## src/rtl/ysyx_22051013_mem_arbiter_if.sv

```systemverilog
// rtl/ysyx_22051013_mem_arbiter_if.sv - icache/dcache request and memory-bus signal bundle for the arbiter
// master = arbiter side (drives m_* and responses), slave = requesters plus downstream wrapper.
interface ysyx_22051013_mem_arbiter_if #(
    parameter int ADDR_W = 64,
    parameter int DATA_W = 64,
    parameter int STRB_W = DATA_W / 8
);
    logic              i_req;
    logic [ADDR_W-1:0] i_addr;
    logic [DATA_W-1:0] i_rdata;
    logic              i_valid;

    logic              d_req;
    logic              d_we;
    logic [ADDR_W-1:0] d_addr;
    logic [DATA_W-1:0] d_wdata;
    logic [STRB_W-1:0] d_wstrb;
    logic [DATA_W-1:0] d_rdata;
    logic              d_valid;

    logic              m_req;
    logic              m_we;
    logic [ADDR_W-1:0] m_addr;
    logic [DATA_W-1:0] m_wdata;
    logic [STRB_W-1:0] m_wstrb;
    logic [DATA_W-1:0] m_rdata;
    logic              m_done;

    logic              busy;

    modport master (
        input  i_req, i_addr, d_req, d_we, d_addr, d_wdata, d_wstrb, m_rdata, m_done,
        output i_rdata, i_valid, d_rdata, d_valid,
        output m_req, m_we, m_addr, m_wdata, m_wstrb, busy
    );

    modport slave (
        output i_req, i_addr, d_req, d_we, d_addr, d_wdata, d_wstrb, m_rdata, m_done,
        input  i_rdata, i_valid, d_rdata, d_valid,
        input  m_req, m_we, m_addr, m_wdata, m_wstrb, busy
    );
endinterface

```

## src/rtl/ysyx_22051013_mem_arbiter.sv

```systemverilog
// rtl/ysyx_22051013_mem_arbiter.sv - single memory-bus arbiter between icache refill and dcache/LSU
// Fixed dcache priority by default; define YSYX_22051013_ARB_RR_EN for round-robin on contention.
module ysyx_22051013_mem_arbiter #(
    parameter int ADDR_W = 64,
    parameter int DATA_W = 64,
    parameter int STRB_W = DATA_W / 8
) (
    input logic                           clk,
    input logic                           rst,
    ysyx_22051013_mem_arbiter_if.master   bus
);
    typedef enum logic [1:0] {
        IDLE  = 2'd0,
        GNT_I = 2'd1,
        GNT_D = 2'd2,
        RESP  = 2'd3
    } state_e;

    state_e            state_q, state_d;
    logic              we_q, we_d;
    logic [ADDR_W-1:0] addr_q, addr_d;
    logic [DATA_W-1:0] wdata_q, wdata_d;
    logic [STRB_W-1:0] wstrb_q, wstrb_d;
    logic [DATA_W-1:0] i_rdata_q, i_rdata_d;
    logic [DATA_W-1:0] d_rdata_q, d_rdata_d;
    logic              resp_d_q, resp_d_d;
    logic              grant_d;

`ifdef YSYX_22051013_ARB_RR_EN
    logic last_d_q, last_d_d;

    // On contention the requester not served last wins; last_d_q resets to "icache".
    assign grant_d = bus.d_req && (!bus.i_req || !last_d_q);
`else
    assign grant_d = bus.d_req;
`endif

    always_ff @(posedge clk) begin
        if (rst) begin
            state_q   <= IDLE;
            we_q      <= 1'b0;
            addr_q    <= '0;
            wdata_q   <= '0;
            wstrb_q   <= '0;
            i_rdata_q <= '0;
            d_rdata_q <= '0;
            resp_d_q  <= 1'b0;
`ifdef YSYX_22051013_ARB_RR_EN
            last_d_q  <= 1'b0;
`endif
        end else begin
            state_q   <= state_d;
            we_q      <= we_d;
            addr_q    <= addr_d;
            wdata_q   <= wdata_d;
            wstrb_q   <= wstrb_d;
            i_rdata_q <= i_rdata_d;
            d_rdata_q <= d_rdata_d;
            resp_d_q  <= resp_d_d;
`ifdef YSYX_22051013_ARB_RR_EN
            last_d_q  <= last_d_d;
`endif
        end
    end

    always_comb begin
        state_d   = state_q;
        we_d      = we_q;
        addr_d    = addr_q;
        wdata_d   = wdata_q;
        wstrb_d   = wstrb_q;
        i_rdata_d = i_rdata_q;
        d_rdata_d = d_rdata_q;
        resp_d_d  = resp_d_q;
`ifdef YSYX_22051013_ARB_RR_EN
        last_d_d  = last_d_q;
`endif
        case (state_q)
            IDLE: begin
                if (grant_d) begin
                    state_d = GNT_D;
                    we_d    = bus.d_we;
                    addr_d  = bus.d_addr;
                    wdata_d = bus.d_wdata;
                    wstrb_d = bus.d_we ? bus.d_wstrb : '0;
`ifdef YSYX_22051013_ARB_RR_EN
                    last_d_d = 1'b1;
`endif
                end else if (bus.i_req) begin
                    state_d = GNT_I;
                    we_d    = 1'b0;
                    addr_d  = bus.i_addr;
                    wdata_d = '0;
                    wstrb_d = '0;
`ifdef YSYX_22051013_ARB_RR_EN
                    last_d_d = 1'b0;
`endif
                end
            end
            GNT_I: begin
                if (bus.m_done) begin
                    state_d   = RESP;
                    i_rdata_d = bus.m_rdata;
                    resp_d_d  = 1'b0;
                end
            end
            GNT_D: begin
                if (bus.m_done) begin
                    state_d   = RESP;
                    d_rdata_d = we_q ? '0 : bus.m_rdata;
                    resp_d_d  = 1'b1;
                end
            end
            default: state_d = IDLE;
        endcase
    end

    // Every output is a pure function of registered state, so nothing upstream leaks downstream mid-grant.
    always_comb begin
        bus.m_req   = (state_q == GNT_I) || (state_q == GNT_D);
        bus.m_we    = we_q;
        bus.m_addr  = addr_q;
        bus.m_wdata = wdata_q;
        bus.m_wstrb = wstrb_q;
        bus.busy    = (state_q != IDLE);
        bus.i_valid = (state_q == RESP) && !resp_d_q;
        bus.d_valid = (state_q == RESP) && resp_d_q;
        bus.i_rdata = i_rdata_q;
        bus.d_rdata = d_rdata_q;
    end
endmodule

```

## src/flat_wrapper.sv

```systemverilog
// flat-port wrapper written by rule: the top's interface ports become plain ports
module ysyx_22051013_mem_arbiter_flat 
#(
    parameter int ADDR_W = 64,
    parameter int DATA_W = 64,
    parameter int STRB_W = DATA_W / 8
)
  (clk, rst, bus_i_req, bus_i_addr, bus_d_req, bus_d_we, bus_d_addr, bus_d_wdata, bus_d_wstrb, bus_m_rdata, bus_m_done, bus_i_rdata, bus_i_valid, bus_d_rdata, bus_d_valid, bus_m_req, bus_m_we, bus_m_addr, bus_m_wdata, bus_m_wstrb, bus_busy);
  ysyx_22051013_mem_arbiter_if #(.ADDR_W(ADDR_W), .DATA_W(DATA_W), .STRB_W(STRB_W)) bus_i ();
  input logic clk;
  input logic rst;
  input wire logic [$bits(bus_i.i_req)-1:0] bus_i_req;
  input wire logic [$bits(bus_i.i_addr)-1:0] bus_i_addr;
  input wire logic [$bits(bus_i.d_req)-1:0] bus_d_req;
  input wire logic [$bits(bus_i.d_we)-1:0] bus_d_we;
  input wire logic [$bits(bus_i.d_addr)-1:0] bus_d_addr;
  input wire logic [$bits(bus_i.d_wdata)-1:0] bus_d_wdata;
  input wire logic [$bits(bus_i.d_wstrb)-1:0] bus_d_wstrb;
  input wire logic [$bits(bus_i.m_rdata)-1:0] bus_m_rdata;
  input wire logic [$bits(bus_i.m_done)-1:0] bus_m_done;
  output wire logic [$bits(bus_i.i_rdata)-1:0] bus_i_rdata;
  output wire logic [$bits(bus_i.i_valid)-1:0] bus_i_valid;
  output wire logic [$bits(bus_i.d_rdata)-1:0] bus_d_rdata;
  output wire logic [$bits(bus_i.d_valid)-1:0] bus_d_valid;
  output wire logic [$bits(bus_i.m_req)-1:0] bus_m_req;
  output wire logic [$bits(bus_i.m_we)-1:0] bus_m_we;
  output wire logic [$bits(bus_i.m_addr)-1:0] bus_m_addr;
  output wire logic [$bits(bus_i.m_wdata)-1:0] bus_m_wdata;
  output wire logic [$bits(bus_i.m_wstrb)-1:0] bus_m_wstrb;
  output wire logic [$bits(bus_i.busy)-1:0] bus_busy;
  assign bus_i.i_req = bus_i_req;
  assign bus_i.i_addr = bus_i_addr;
  assign bus_i.d_req = bus_d_req;
  assign bus_i.d_we = bus_d_we;
  assign bus_i.d_addr = bus_d_addr;
  assign bus_i.d_wdata = bus_d_wdata;
  assign bus_i.d_wstrb = bus_d_wstrb;
  assign bus_i.m_rdata = bus_m_rdata;
  assign bus_i.m_done = bus_m_done;
  assign bus_i_rdata = bus_i.i_rdata;
  assign bus_i_valid = bus_i.i_valid;
  assign bus_d_rdata = bus_i.d_rdata;
  assign bus_d_valid = bus_i.d_valid;
  assign bus_m_req = bus_i.m_req;
  assign bus_m_we = bus_i.m_we;
  assign bus_m_addr = bus_i.m_addr;
  assign bus_m_wdata = bus_i.m_wdata;
  assign bus_m_wstrb = bus_i.m_wstrb;
  assign bus_busy = bus_i.busy;
  ysyx_22051013_mem_arbiter #(.ADDR_W(ADDR_W), .DATA_W(DATA_W), .STRB_W(STRB_W)) u_core (.clk(clk), .rst(rst), .bus(bus_i));
endmodule
```

## config.mk

```make
export PLATFORM = sky130hd
export DESIGN_NAME = ysyx_22051013_mem_arbiter_flat
export DESIGN_NICKNAME = d
export VERILOG_FILES = /design/src/rtl/ysyx_22051013_mem_arbiter_if.sv /design/src/rtl/ysyx_22051013_mem_arbiter.sv /design/src/flat_wrapper.sv
export SDC_FILE = /design/constraint.sdc
export NUM_CORES = 1
export LEC_CHECK = 0
export ABC_AREA = 1
export BUFFER_PORTS_ARGS = -buffer_cell sky130_fd_sc_hd__clkbuf_2
export CAP_MARGIN = 20
export CORE_AREA = 2 2 210 212
export CTS_CLUSTER_SIZE = 28
export DETAILED_ROUTE_END_ITERATION = 8
export DIE_AREA = 0 0 212 214
export PLACE_DENSITY = 0.5
export SYNTH_ARGS = -nofsm -noshare
export SYNTH_HDL_FRONTEND = slang
export SYNTH_SLANG_ARGS = --single-unit
```

## constraint.sdc

```tcl
create_clock -name clk -period 2.72 [get_ports clk]
set_clock_uncertainty 0.2 [all_clocks]
set_input_delay 0.136 -clock clk [delete_from_list [all_inputs] [get_ports clk]]
set_output_delay 0.136 -clock clk [all_outputs]
set_load 0.03 [all_outputs]
```

==> results_dict.tcl, run 1 <==
set metrics [dict create \
    netlist_area_um2 10300 \
    fp-row-count 76 \
    routed_wirelength_mm 42.0 \
    min_period_ns 2.38 \
    ys_warn_count 0 \
    grt_pass1_vias 12300 \
    critPathLaunchType "flop" \
    synthDistinctLibCells 18 \
    synthCells 1407 \
    crit_type "flop to flop" \
    ff2ff_setup_slack_ns 0.34 \
    die_area_um2 45400 \
    swShare_pct 40.4 \
    avgRoutedWirePerCell_um 15.1 \
    period_share_pct 87.5 \
    dp_hpwl_mm 27.7 \
    finalSetupTns_ns 0 \
    clk_transition_reported_paths_ns 0.06 \
    pin_count 539 \
    leakage_nw 8.09 \
    met1_usage_pct 20.8 \
    cp-end-kind "flop" \
    grt_overflow 0 \
    vias 12100 \
    yosysSeqAreaShare_pct 52.1 \
    pwr-share-clk_pct 28.7 \
    syn_nets 1683 \
    p_comb_share_pct 38.8 \
    worstHoldStart "rst" \
    hold_class "primary input to flop" \
    rr_startpoint "u_core.state_q[1]" \
    slew_viol_final 0 \
    reg2reg_depth 7 \
    cts_sinks 268 \
    initial_core_util_pct 24.0 \
    grt_util_met3_pct 3.94 \
    whs_path_depth 5 \
    hold_viol 0 \
    layout_common_cells "clkbuf_2 (537), nand2_1 (413), dlygate4sd3_1 (276), dfxtp_1 (268), nor2_1 (265)" \
    rsz0062_at_grt "false" \
    syn_avg_cell_area_um2 7.32 \
    cts_tree "built" \
    dieHeight_um 214 \
    use_met2_pct 31.0 \
    track_usage_pct 18.0 \
    via_per_inst 4.36 \
    top_usage_layer "met2" \
    drc 0 \
    power.density_nw_per_um2 925 \
    die_w_um 212 \
    dpl_cell_area_um2 13400 \
    antenna_left 0 \
    maxSlewHeadroom_pct 49.1 \
    critical_path_arrival_ns 2.63 \
    setup_viol 0 \
    holdPathEnd "u_core.bus.i_rdata[6]" \
    worst_pin_slew_ns 0.763 \
    maxCapViolCount 0 \
    clockRootBuffer "clkbuf_16" \
    grt_max_degree 139 \
    layout-drive-gt1-share_pct 28.2 \
    cts_resized 0 \
    ir_drop_mv 0.650 \
    required_ns 2.97 \
    grt_pass1_wl_mm 65.5 \
    antenna_found_initial 3 \
    cts_buffers 34 \
    h-tree-depth 2 \
    p_sw_mw 6.47 \
    power_frac_seq_pct 32.5 \
    first_iter_violations 563 \
    area_delta_synth_final_pct 68.3 \
    cp_max_fo 9 \
    status "finished, final reports clean" \
    clk_latency_ns 0.52 \
    nets 2451 \
    holdWs_ns 0.00467 \
    drtPass1Iterations 6 \
    ys_ff_latch 268 \
    cts.path.max_buffers 3 \
    gp_congestion 0.919 \
    nFillCells 4385 \
    core_area_um2 42900 \
    final_area_um2 17300 \
    layout_commonest_cell "clkbuf_2" \
    p_int_mw 9.56 \
    fmax_ghz 0.420 \
    io_buffers 538 \
    r2r_end "u_core.bus.m_wstrb[2]" \
]
routing by layer:
layer / up-vias / share of wire, %
met3: 119 / 6.3
met5: - / 0.064
met4: 4 / 4.5
met2: 443 / 48
li1: 6050 / -
met1: 5509 / 41
logic make-up (layout without fill, tap and decap cells):
group / after synthesis / in the layout / share of synthesized area (%)
AND/OR/NAND/NOR: 745 / 745 / 28.0
AO/OA/AOI/OAI: 270 / 270 / 13.2
flip-flops: 268 / 268 / 52.1
buffers and inverters: 118 / 909 / 5.99
adder cells (fa/ha/maj): 6 / 6 / 0.729
other: 0 / 1 / 0
Yosys cell counts (all sizes together):
master  number  area share (%)
nand3       64             3.1
a21oi      140             6.8
dfxtp      268              52
nand2      415              15
nor2       266             9.7
o21ai      130             6.4
inv         15            0.57
clkbuf      43             1.6
buf         60             3.9
ha           6            0.73
registers in the layout, summed over array words and instances, names as in the netlist:
register	flops
u_core.resp_d_q	1
u_core.bus.m_addr	64
u_core.bus.m_wstrb	8
u_core.bus.i_rdata	64
u_core.bus.m_wdata	64
u_core.state_q	2
u_core.bus.d_rdata	64
u_core.bus.m_we	1
through the flow:
| stage | utilization, % | cells | power [mW] | setup slack [ns] |
|---|---|---|---|---|
| floorplan | - | 1407 | 9.39 | 1.06 |
| global placement | 31.3 | 2448 | 11.1 | 0.624 |
| detailed placement | 31.3 | 2448 | 11.2 | 0.580 |
| CTS | 40.4 | 2783 | 16.3 | 0.329 |
| global route | 40.4 | 2784 | 17.0 | 0.146 |
| finish | 40.4 | 2784 | 16.0 | 0.341 |
worst max path at each step:
stage,slack [ns],startpoint,endpoint
2_1_floorplan,1.06,u_core.state_q[0],u_core.state_q[1]
3_3_place_gp,0.62,u_core.state_q[0],u_core.bus.m_wdata[50]
3_5_place_dp,0.58,u_core.state_q[0],u_core.bus.m_wdata[44]
4_1_cts,0.33,u_core.state_q[0],u_core.bus.m_wstrb[4]
5_1_grt,0.15,u_core.state_q[0],u_core.bus.m_wstrb[0]
6_report,0.34,u_core.state_q[1],u_core.bus.m_wstrb[2]
timing repair:
action / in CTS / in global routing
endpoints found under the hold margin: 268 / 0
setup buffers: 0 / 0
hold buffers: 276 / 0
layout make-up:
cell class	count	area, µm²	area share [%]
Sequential cell	268	5370	30.9
Tap cell	585	732	4.22
Inverter	15	60.1	0.346
Antenna cell	1	2.50	0.0144
Timing Repair Buffer	835	5720	33.0
Clock buffer	53	1020	5.90
Clock inverter	6	115	0.664
Multi-Input combinational cell	1021	4320	24.9
power groups by stage:
| stage | Combinational, mW | Sequential [mW] | Clock (mW) |
|---|---|---|---|
| 2_1_floorplan | 2.57 | 6.82 | 0 |
| 3_3_place_gp | 5.87 | 5.26 | 0 |
| 3_5_place_dp | 5.90 | 5.28 | 0 |
| 4_1_cts | 6.27 | 5.21 | 4.79 |
| 5_1_grt | 6.79 | 5.31 | 4.92 |
| 6_report | 6.22 | 5.21 | 4.61 |
critical path: stages (launching register included):
cell and delay [ns]:
dfxtp_1 0.34, inv_1 0.13, ha_1 0.30, nand2_1 0.16
nor2_2 0.38, nand2_1 0.10, dlygate4sd3_1 0.58, a21oi_1 0.13
Power figures use the tool's default switching activity.
==> run 2, diff against run 1 <==
- CORE_AREA: 2 2 210 212 -> 2 2 212 214
- DIE_AREA: 0 0 212 214 -> 0 0 214 216
- PLACE_DENSITY: 0.5 -> 0.49
==> run 2 against run 1 <==
Sequential power hardly changed. Fmax grew 0.72%. Largest cell class unchanged. Power shrank 0.45%. Via count is 0.11% lower. Cell count up 0.14%. Critical path depth unchanged. Cell area barely moved. Worst setup slack improved by 0.017 ns. Combinational power fell by 0.6%. Register-to-register slack better by 0.02 ns. Core utilization fell by 0.88 points.
==> results_dict.tcl, run 2 (synthesis gave the netlist of run 1 again) <==
set metrics [dict create \
    status "finished, final reports clean" \
    initial_core_util_pct 23.5 \
    h-tree-depth 2 \
    cts_setup_buffers 0 \
    instances_no_fill 2788 \
    dieHeight_um 216 \
    leakage_nw 8.08 \
    grt_util_met3_pct 4.13 \
    cts.path.max_buffers 3 \
    grt_max_degree 139 \
    cts_tree "built" \
    cts_buffers 34 \
    cp-end-kind "flop" \
    use_met2_pct 30.6 \
    clk_transition_reported_paths_ns 0.06 \
    worst_pin_slew_ns 0.778 \
    finish.utilization_pct 39.5 \
    rsz0062_at_grt "false" \
    layout_common_cells "clkbuf_2 (537), nand2_1 (413), dlygate4sd3_1 (280), dfxtp_1 (268), nor2_1 (265)" \
    power.density_nw_per_um2 921 \
    vias 12100 \
    drc 0 \
    cts_sinks 268 \
    track_usage_pct 17.7 \
    period_share_pct 86.8 \
    routed_wirelength_mm 42.1 \
    core_area_um2 43800 \
    layout_commonest_cell "clkbuf_2" \
    grt_pass1_wl_mm 65.8 \
    grt_pass1_vias 12100 \
    top_usage_layer "met2" \
    cts_resized 0 \
    hold_viol 0 \
    critPathLaunchType "flop" \
    ir_drop_mv 0.541 \
    antenna_found_initial 1 \
    total_power_mw 16.0 \
    fp-row-count 77 \
    holdWs_ns 0.0639 \
    maxSlewHeadroom_pct 48.2 \
    dp_worst_setup_slack_ns 0.661 \
    clk_latency_ns 0.52 \
    via_per_inst 4.34 \
    area_delta_synth_final_pct 68.3 \
    dpl_cell_area_um2 13400 \
    die_area_um2 46200 \
    die_w_um 214 \
    antenna_left 0 \
    met1_usage_pct 20.6 \
    cp_max_fo 9 \
    grt_overflow 0 \
    finalSetupTns_ns 0 \
    slew_viol_final 0 \
    dp.cells 2448 \
    fin_ws_ns 0.358 \
    setup_viol 0 \
    gp_congestion 0.935 \
    critical_path_arrival_ns 2.61 \
    avgRoutedWirePerCell_um 15.1 \
    pin_count 539 \
    clockRootBuffer "clkbuf_16" \
    maxCapViolCount 0 \
    crit_type "flop to flop" \
    hold_class "primary input to flop" \
    min_period_ns 2.36 \
    io_buffers 538 \
    layout-drive-gt1-share_pct 28.0 \
    first_iter_violations 754 \
    required_ns 2.96 \
    nets 2448 \
    fmax_ghz 0.423 \
    final_area_um2 17300 \
    drtPass1Iterations 5 \
    dp_hpwl_mm 28.4 \
]
run 2: changes by cell type in the layout (fill, tap and decap cells not counted), moves of 2 or more:
cell	before	now
clkbuf_8	8	6
clkinv_2	1	5
buf_4	14	7
clkbuf_1	10	7
dlygate4sd3_1	276	280
clkbuf_16	35	37
run 2: final timing paths:
path / from / to / slack, ns / depth (start not counted)
setup / recovery: u_core.state_q[0] / u_core.bus.m_wstrb[7] / 0.36 / 7
hold / removal: bus_d_req / u_core.state_q[0] / 0.06 / 5
setup reg to reg: u_core.state_q[0] / u_core.bus.m_wstrb[7] / 0.36 / 7
hold reg to reg: u_core.bus.m_wdata[59] / u_core.bus.m_wdata[59] / 0.26 / 2
run 2: where the power goes:
group	internal [mW]	switching, mW	leakage, nW
Combinational	1.89	4.30	5.32
Sequential	4.77	0.437	2.19
Clock	2.83	1.74	0.564
run 2: per-layer routing:
metal	wire [µm]	vias to the layer above
met5	0	-
met4	1610	0
met3	2760	98
met2	20600	450
met1	17100	5537
li1	-	6027
run 2: timing repair:
| action | in CTS | in global routing |
|---|---|---|
| hold endpoints to repair | 268 | 0 |
| hold buffers | 280 | 0 |
| endpoints found under the setup margin | 0 | 0 |
run 2: final cells by class:
type | instances | area [µm²]
well taps | 592 | 741
diodes | 1 | 2.50
clock buffers | 50 | 1030
flip-flops and latches | 268 | 5370
repair buffers | 832 | 5700
inverters | 15 | 60.1
fillers | 4522 | 26500
multi-input cells | 1021 | 4320
clock inverters | 9 | 106
run 2: worst max-delay path, stage by stage (launching register included):
cell and delay [ns]:
dfxtp_1 0.34, inv_1 0.13, ha_1 0.30, nand2_1 0.16, nor2_2 0.36, nand2_1 0.10, dlygate4sd3_1 0.57, a21oi_1 0.14
